===== src/rtl/pc_pkg.sv =====
// Shared types and default vectors for the program-counter sequencer.
// Select codes name where the next PC comes from; the top uses them for counting.
package pc_pkg;

    typedef enum logic [1:0] {
        ST_BOOT   = 2'd0,
        ST_RUN    = 2'd1,
        ST_HALTED = 2'd2
    } state_t;

    typedef enum logic [2:0] {
        SEL_HOLD  = 3'd0,
        SEL_INC   = 3'd1,
        SEL_REDIR = 3'd2,
        SEL_TRAP  = 3'd3,
        SEL_FAULT = 3'd4
    } pc_sel_t;

    localparam logic [63:0] DEFAULT_RESET_VECTOR = 64'h0;
    localparam logic [63:0] DEFAULT_FAULT_VECTOR = 64'h100;
    localparam int          DEFAULT_INSTR_BYTES  = 4;

    // Every select except HOLD moves the PC and therefore counts as a fetch.
    function automatic logic sel_moves_pc(input pc_sel_t sel);
        return sel != SEL_HOLD;
    endfunction

endpackage


===== src/rtl/pc_next_sel.sv =====
// Priority mux for the next PC in RUN: trap, redirect (alignment-checked),
// hold for halt/stall, else sequential increment.
module pc_next_sel
    import pc_pkg::*;
#(
    parameter int              XLEN        = 64,
    parameter int              INSTR_BYTES = DEFAULT_INSTR_BYTES,
    parameter logic [XLEN-1:0] FAULT_PC    = '0
) (
    input  logic [XLEN-1:0] pc_i,
    input  logic [XLEN-1:0] inc_pc_i,
    input  logic            trap_valid_i,
    input  logic [XLEN-1:0] trap_target_i,
    input  logic            redirect_valid_i,
    input  logic [XLEN-1:0] redirect_target_i,
    input  logic            halt_req_i,
    input  logic            stall_i,
    output logic [XLEN-1:0] next_pc_o,
    output pc_sel_t         sel_o,
    output logic            fault_o
);

    localparam logic [XLEN-1:0] ALIGN_MASK = XLEN'(INSTR_BYTES - 1);

    logic misaligned;
    assign misaligned = |(redirect_target_i & ALIGN_MASK);

    always_comb begin
        next_pc_o = pc_i;
        sel_o     = SEL_HOLD;
        fault_o   = 1'b0;
        if (trap_valid_i) begin
            // Trap targets come from mtvec and are trusted as-is.
            next_pc_o = trap_target_i;
            sel_o     = SEL_TRAP;
        end else if (redirect_valid_i) begin
            if (misaligned) begin
                next_pc_o = FAULT_PC;
                sel_o     = SEL_FAULT;
                fault_o   = 1'b1;
            end else begin
                next_pc_o = redirect_target_i;
                sel_o     = SEL_REDIR;
            end
        end else if (halt_req_i || stall_i) begin
            next_pc_o = pc_i;
            sel_o     = SEL_HOLD;
        end else begin
            next_pc_o = inc_pc_i;
            sel_o     = SEL_INC;
        end
    end

endmodule


===== src/rtl/pc_sequencer.sv =====
// Fetch-address register with BOOT/RUN/HALTED control, misaligned-redirect
// fault pulse and a count of PC updates made while running.
module pc_sequencer
    import pc_pkg::*;
#(
    parameter int          XLEN         = 64,
    parameter logic [63:0] RESET_VECTOR = DEFAULT_RESET_VECTOR,
    parameter logic [63:0] FAULT_VECTOR = DEFAULT_FAULT_VECTOR,
    parameter int          INSTR_BYTES  = DEFAULT_INSTR_BYTES
) (
    input  logic            clk,
    input  logic            reset,
    input  logic            stall,
    input  logic            redirect_valid,
    input  logic [XLEN-1:0] redirect_target,
    input  logic            trap_valid,
    input  logic [XLEN-1:0] trap_target,
    input  logic            halt_req,
    input  logic            resume,
    output logic [XLEN-1:0] pc_out,
    output logic [XLEN-1:0] pc_plus,
    output logic            pc_valid,
    output logic            misalign_fault,
    output logic            halted,
    output logic [XLEN-1:0] fetch_count,
    output logic [1:0]      dbg_state
);

    localparam logic [XLEN-1:0] RST_PC   = RESET_VECTOR[XLEN-1:0];
    localparam logic [XLEN-1:0] FAULT_PC = FAULT_VECTOR[XLEN-1:0];
    localparam logic [XLEN-1:0] PC_STEP  = XLEN'(INSTR_BYTES);

    state_t          state_q, state_d;
    logic [XLEN-1:0] pc_q, pc_d;
    logic [XLEN-1:0] count_q, count_d;
    logic            fault_q, fault_d;

    logic [XLEN-1:0] sel_pc;
    pc_sel_t         sel;
    logic            sel_fault;

    assign pc_plus = pc_q + PC_STEP;

    pc_next_sel #(
        .XLEN        (XLEN),
        .INSTR_BYTES (INSTR_BYTES),
        .FAULT_PC    (FAULT_PC)
    ) u_next_sel (
        .pc_i              (pc_q),
        .inc_pc_i          (pc_plus),
        .trap_valid_i      (trap_valid),
        .trap_target_i     (trap_target),
        .redirect_valid_i  (redirect_valid),
        .redirect_target_i (redirect_target),
        .halt_req_i        (halt_req),
        .stall_i           (stall),
        .next_pc_o         (sel_pc),
        .sel_o             (sel),
        .fault_o           (sel_fault)
    );

    always_comb begin
        state_d = state_q;
        pc_d    = pc_q;
        count_d = count_q;
        fault_d = 1'b0;
        case (state_q)
            ST_BOOT: state_d = ST_RUN;
            ST_RUN: begin
                pc_d    = sel_pc;
                fault_d = sel_fault;
                if (sel_moves_pc(sel)) count_d = count_q + 1'b1;
                // HOLD with halt_req means no trap or redirect outranked the halt.
                if (sel == SEL_HOLD && halt_req) state_d = ST_HALTED;
            end
            ST_HALTED: begin
                if (trap_valid) begin
                    pc_d    = trap_target;
                    state_d = ST_RUN;
                end else if (resume) begin
                    state_d = ST_RUN;
                end
            end
            default: state_d = ST_BOOT;
        endcase
    end

    always_ff @(posedge clk) begin
        if (reset) begin
            state_q <= ST_BOOT;
            pc_q    <= RST_PC;
            count_q <= '0;
            fault_q <= 1'b0;
        end else begin
            state_q <= state_d;
            pc_q    <= pc_d;
            count_q <= count_d;
            fault_q <= fault_d;
        end
    end

    assign pc_out         = pc_q;
    assign pc_valid       = (state_q == ST_RUN);
    assign halted         = (state_q == ST_HALTED);
    assign misalign_fault = fault_q;
    assign fetch_count    = count_q;
    assign dbg_state      = state_q;

endmodule


===== config.mk =====
export PLATFORM = sky130hd
export DESIGN_NAME = pc_sequencer
export DESIGN_NICKNAME = d
export VERILOG_FILES = /design/src/rtl/pc_pkg.sv /design/src/rtl/pc_next_sel.sv /design/src/rtl/pc_sequencer.sv
export SDC_FILE = /design/constraint.sdc
export NUM_CORES = 1
export LEC_CHECK = 0
export ABC_AREA = 1
export CORE_ASPECT_RATIO = 1.2
export CORE_MARGIN = 1.5
export CORE_UTILIZATION = 42
export DETAILED_ROUTE_END_ITERATION = 8
export PLACE_DENSITY_LB_ADDON = 0.1
export SETUP_SLACK_MARGIN = 0.15
export SYNTH_ARGS = -nofsm -noshare
export SYNTH_HDL_FRONTEND = slang
export SYNTH_SLANG_ARGS = --single-unit

===== constraint.sdc =====
create_clock -name clk -period 2.3 [get_ports clk]
set_clock_uncertainty 0.2 [all_clocks]
set_input_delay 0.69 -clock clk [delete_from_list [all_inputs] [get_ports clk]]
set_output_delay 0.69 -clock clk [all_outputs]
set_load 0.1 [all_outputs]

==> run_results.csv, run 1 <==
group,metric,value,unit
synthesis,syn-num-nets,1754,
sta,repair-timing-grt-worst-ep,"pc_plus[57]",
synthesis,synth-async-reset-ratio,0,%
place,portBuffers,331,
synthesis,yosysSeqAreaShare,27.1,%
clock_tree,clock-root-buffer,"clkbuf_16",
outcome,status,"stopped before the end",
floorplan,die_x,141,microns
global_route,grt_overflow,2887,
global_route,grt_max_degree,49,
synthesis,synth.area.top_cells,"dfxtp_1 (27%), nand2_1 (17%), a21oi_1 (9.9%), nor2_1 (7.5%), o21ai_0 (6.4%)",
synthesis,synth_area_per_cell,5.99,sq um
outcome,tool.error,"[ERROR GRT-0232] Routing congestion too high. Check the congestion heatmap in the GUI.",
clock_tree,numClockSinks,131,
synthesis,synth_cell_types,46,
outcome,stop_stage,"5_1_grt",
synthesis,ys.warnings.count,0,
synthesis,synth_edf_count,0,
synthesis,yosysTopAreaCell,"dfxtp_1",
synthesis,synth_flop_cell,"dfxtp_1",
sta,timing.worst_endpoint.kind,"primary output",
place,gp_congestion,1.00,
clock_tree,cts_buffer_depth,2,
clock_tree,htreeDepth,4,
synthesis,synth_top_area_share,27.1,%
floorplan,ios,332,
synthesis,syn_area,9660,sq um
clock_tree,cts_buffers,17,
place,dp_hpwl,37900,microns
synthesis,ys_seq_elements,131,
synthesis,netlist_instances,1614,
floorplan,rows,60,
clock_tree,hold_buffers,0,
floorplan,initial_core_util,42.9,%
floorplan,die_h,169,microns
global_route,grt_util_all_layers,104,%
through the flow:
stage	util (%)	hold slack [ns]	setup WS, ns	instances	instance area, sq um
after CTS	89.8	0.294	-0.792	2501	20200
after detailed placement	81.3	0.285	-0.574	2403	18300
after global placement	81.3	0.271	-0.512	2403	18300
after floorplan	-	0.425	-1.08	1614	10900
routing by layer:
metal	track usage (%)	GRT overflow
met1	89.6	23
met2	147	2274
met3	70.8	13
met4	121	574
met5	30.1	3
kinds of logic after synthesis:
kind of cell | count (synthesis) | synth area share [%]
AO/OA/AOI/OAI | 349 | 18.5
XOR/XNOR | 58 | 5.72
adder cells (fa/ha/maj) | 5 | 0.648
buffers and inverters | 205 | 8.15
flip-flops | 131 | 27.1
AND/OR/NAND/NOR | 866 | 39.9
Yosys cell counts, types with 8 or more instances:
| master | number |
|---|---|
| nand2_1 | 433 |
| a21oi_1 | 192 |
| nor2_1 | 192 |
| inv_1 | 132 |
| dfxtp_1 | 131 |
| o21ai_0 | 124 |
| nand3_1 | 88 |
| clkbuf_1 | 51 |
| nor3_1 | 41 |
| xor2_1 | 34 |
| nand4_1 | 27 |
| xnor2_1 | 18 |
| o21ai_1 | 17 |
| or2_2 | 14 |
| nor2_2 | 11 |
| nor2_4 | 11 |
| and2_1 | 9 |
| nand3b_1 | 9 |
| nand2_2 | 8 |
what timing repair did:
item,CTS
setup buffers,66
pin swaps,91
gates resized for setup,229
gates cloned,0
endpoints found under the setup margin,146
==> run 2: changes to the inputs <==
Settings changed: CORE_ASPECT_RATIO 1.2 to unset, CORE_UTILIZATION 42 to 40, PLACE_DENSITY_LB_ADDON 0.1 to 0.15, SETUP_SLACK_MARGIN 0.15 to unset.
Clock period 2.3 ns to 3 ns, I/O delays scaled along.
==> run_results.csv, run 2 <==
group,metric,value,unit
outcome,status,"finished with violations",
outcome,violations,"negative setup slack",
sta,rsz0062_at_grt,"yes",
sta,worst_slew_pin_slew,0.731,ns
route,vias,12979,
final_layout,area_growth_syn_to_layout,79.0,%
setup_path,critPathLaunchType,"register",
power_and_ir_drop,p_sw_share,60.2,%
synthesis,synth_flop_cell,"dfxtp_1",
route,postRouteAntennaNets,0,
floorplan,die_h,158,microns
route,drcViolationCount,0,
final_layout,final_area,17300,sq um
synthesis,yosysSeqAreaShare,27.1,%
synthesis,syn-num-nets,1754,
floorplan,rows,56,
floorplan,ios,332,
hold_path,holdPathEnd,"pc_out[1]$_SDFFE_PP0P_",
synthesis,synth_edf_count,0,
sta,period_needed,3.28,ns
global_route,grt_pass1_wl,67700,microns
synthesis,synth-async-reset-ratio,0,%
final_layout,n_fill_cell,1858,
power_and_ir_drop,power_switching,11600,uW
floorplan,die_x,158,microns
sta,finalSetupTns,-10.29,ns
synthesis,netlist_instances,1614,
sta,period_share,109,%
synthesis,ys.warnings.count,0,
floorplan,die-area,25100,sq um
power_and_ir_drop,combPwrFrac,72.2,%
final_layout,final_cell_mix,"nand2_1 (358), buf_4 (275), a21oi_1 (190), clkdlybuf4s50_1 (133), nor2_1 (127)",
setup_path,worstSetupPathType,"reg2out",
global_route,grt_util_all_layers,35.5,%
final_layout,final_util,73.2,%
final_layout,multi_input_area,7950,sq um
synthesis,synth_top_area_share,27.1,%
final_layout,final_common_cell,"nand2_1",
place,gp_congestion,0.995,
final_layout,final_layout_size_suffix_gt1_share,35.8,%
sta,setup_violations,54,
final_layout,instances_no_fill,2400,
route,firstDrtPassIters,5,
place,dp_hpwl,33800,microns
synthesis,yosysMostFrequentCell,"nand2_1",
synthesis,syn_area,9660,sq um
setup_path,endpoint_kind,"primary output",
place,portBuffers,331,
setup_path,critPathRequiredTime,1.90,ns
route,drt_iter0_markers,1061,
sta,relSlewSlack,50.9,%
global_route,antenna_found_initial,2,
hold_path,min_path_cells,2,
clock_tree,clock_latency,0.44,ns
setup_path,reg2reg_from,"pc_out[2]$_SDFFE_PP0P_",
global_route,grt_overflow,0,
place,placed_cell_area,15200,sq um
synthesis,synth_cell_types,46,
sta,fmax,305,MHz
final_layout,nets,2207,
clock_tree,path_clk_slew,0.07,ns
clock_tree,cts_buffer_depth,2,
sta,finalHoldViolCount,0,
route,wl_per_cell,19.2,microns
place,dp_cells,2281,
power_and_ir_drop,p_seq_share,16.7,%
clock_tree,cts_tree,"done",
power_and_ir_drop,finalPower,19300,uW
hold_path,hp-class,"reg2reg",
global_route,grt_pass1_vias,12091,
power_and_ir_drop,p_leak,0.00659,uW
power_and_ir_drop,internal-power,7700,uW
sta,drv_slew,0,
floorplan,core_area,23600,sq um
route,avgViaCountPerCell,5.41,
clock_tree,cts_buffers,17,
synthesis,synth_area_per_cell,5.99,sq um
synthesis,yosysTopAreaCell,"dfxtp_1",
power_and_ir_drop,powerDensity,1120,nW/um^2
route,wl,46000,microns
setup_path,critPathMaxFanout,5,
setup_path,r2r_cells,22,
clock_tree,clock-root-buffer,"clkbuf_16",
clock_tree,htreeDepth,4,
synthesis,ys_seq_elements,131,
global_route,grt_max_degree,69,
synthesis,synth.area.top_cells,"dfxtp_1 (27%), nand2_1 (17%), a21oi_1 (9.9%), nor2_1 (7.5%), o21ai_0 (6.4%)",
floorplan,initial_core_util,40.9,%
hold_path,hp-start,"pc_out[1]$_SDFFE_PP0P_",
power_and_ir_drop,irDropWorstVdd,1.35,mV
final_layout,register_area,2790,sq um
run,maxCapViolations,0,
power_and_ir_drop,clkPwrFrac,11.1,%
sta,setup_ws,-0.281,ns
clock_tree,numClockSinks,131,
setup_path,arrival,2.18,ns
synthesis,synth_common_cells,"nand2_1 (433), a21oi_1 (192), nor2_1 (192)",
setup_path,rrSetupSlack,-0.22,ns
setup_path,reg2reg_to,"pc_out[61]$_SDFFE_PP0P_",
==> run 2: cell counts after synthesis <==
Identical to the previous run, type by type.
==> run 2: worst max path at each step <==
stage,from,to,cells after the start
after floorplan,pc_out[2]$_SDFFE_PP0P_,pc_plus[41],7
after global placement,pc_out[3]$_SDFFE_PP0P_,pc_plus[46],9
after detailed placement,pc_out[3]$_SDFFE_PP0P_,pc_plus[46],9
after CTS,pc_out[3]$_SDFFE_PP0P_,pc_plus[46],9
after global routing,pc_out[10]$_SDFFE_PP0P_,pc_plus[57],8
final,pc_out[2]$_SDFFE_PP0P_,pc_plus[57],9
==> run 2: critical path, cell delays in order (launching register included) <==
cell	delay, ns
dfxtp_4	0.36
buf_6	0.11
clkinvlp_4	0.10
nor2_4	0.12
nand2_4	0.11
nor2_8	0.21
nand3_4	0.21
o21ai_4	0.27
nand2_8	0.07
buf_12	0.16
==> run 2: per-stage QoR <==
stage	hold slack (ns)	setup slack [ns]
2_1_floorplan	0.453	-0.588
3_3_place_gp	0.268	0.0686
3_5_place_dp	0.274	0.0193
4_1_cts	0.285	-0.302
5_1_grt	0.311	-0.348
6_report	0.286	-0.281
==> run 2: per-layer routing <==
metal | GRT usage [%] | vias to the layer above | wire length, microns | part of all wire (%)
met5 | 0 | - | 13 | 0.028
met4 | 11.3 | 2 | 1150 | 2.5
li1 | - | 6174 | - | -
met2 | 56.5 | 619 | 20900 | 45
met1 | 47.8 | 6105 | 20200 | 44
met3 | 7.38 | 79 | 3760 | 8.2
==> run 2: logic make-up (layout without fill, tap and decap cells) <==
| logic type | Yosys count | in the layout | share of synthesized area [%] |
|---|---|---|---|
| and+or+nand+nor | 866 | 866 | 39.9 |
| AOI/OAI and AO/OA | 349 | 349 | 18.5 |
| buffers and inverters | 205 | 671 | 8.15 |
| DFF | 131 | 131 | 27.1 |
| xor gates and xnor gates | 58 | 58 | 5.72 |
| adders and majority gates | 5 | 5 | 0.648 |
| other | 0 | 1 | 0 |
==> run 2: power groups by stage <==
stage / Sequential [uW] / Combinational [uW] / Clock [uW]
CTS: 3130 / 13700 / 2170
finish: 3230 / 14000 / 2150
detailed placement: 3220 / 13300 / 0
global placement: 3210 / 13200 / 0
floorplan: 6420 / 5870 / 0
global route: 3280 / 14400 / 2230
==> run 2: layout make-up <==
cell class | count | share of cell area (%)
multi-input combinational | 1278 | 46.0
timing repair buffer | 499 | 29.0
sequential | 131 | 16.1
inverter | 140 | 3.18
clock buffer | 20 | 2.77
tap | 319 | 2.31
clock inverter | 12 | 0.608
antenna | 1 | 0.0145
==> run 2: timing repair <==
item / CTS / global route
pin swaps: 75 / 67
setup endpoints to repair: 53 / 58
setup buffers: 70 / 23
hold buffers: 0 / 0
endpoints found under the hold margin: 0 / 0
gates resized for setup: 127 / 113
(Power assumes the default switching activity.)
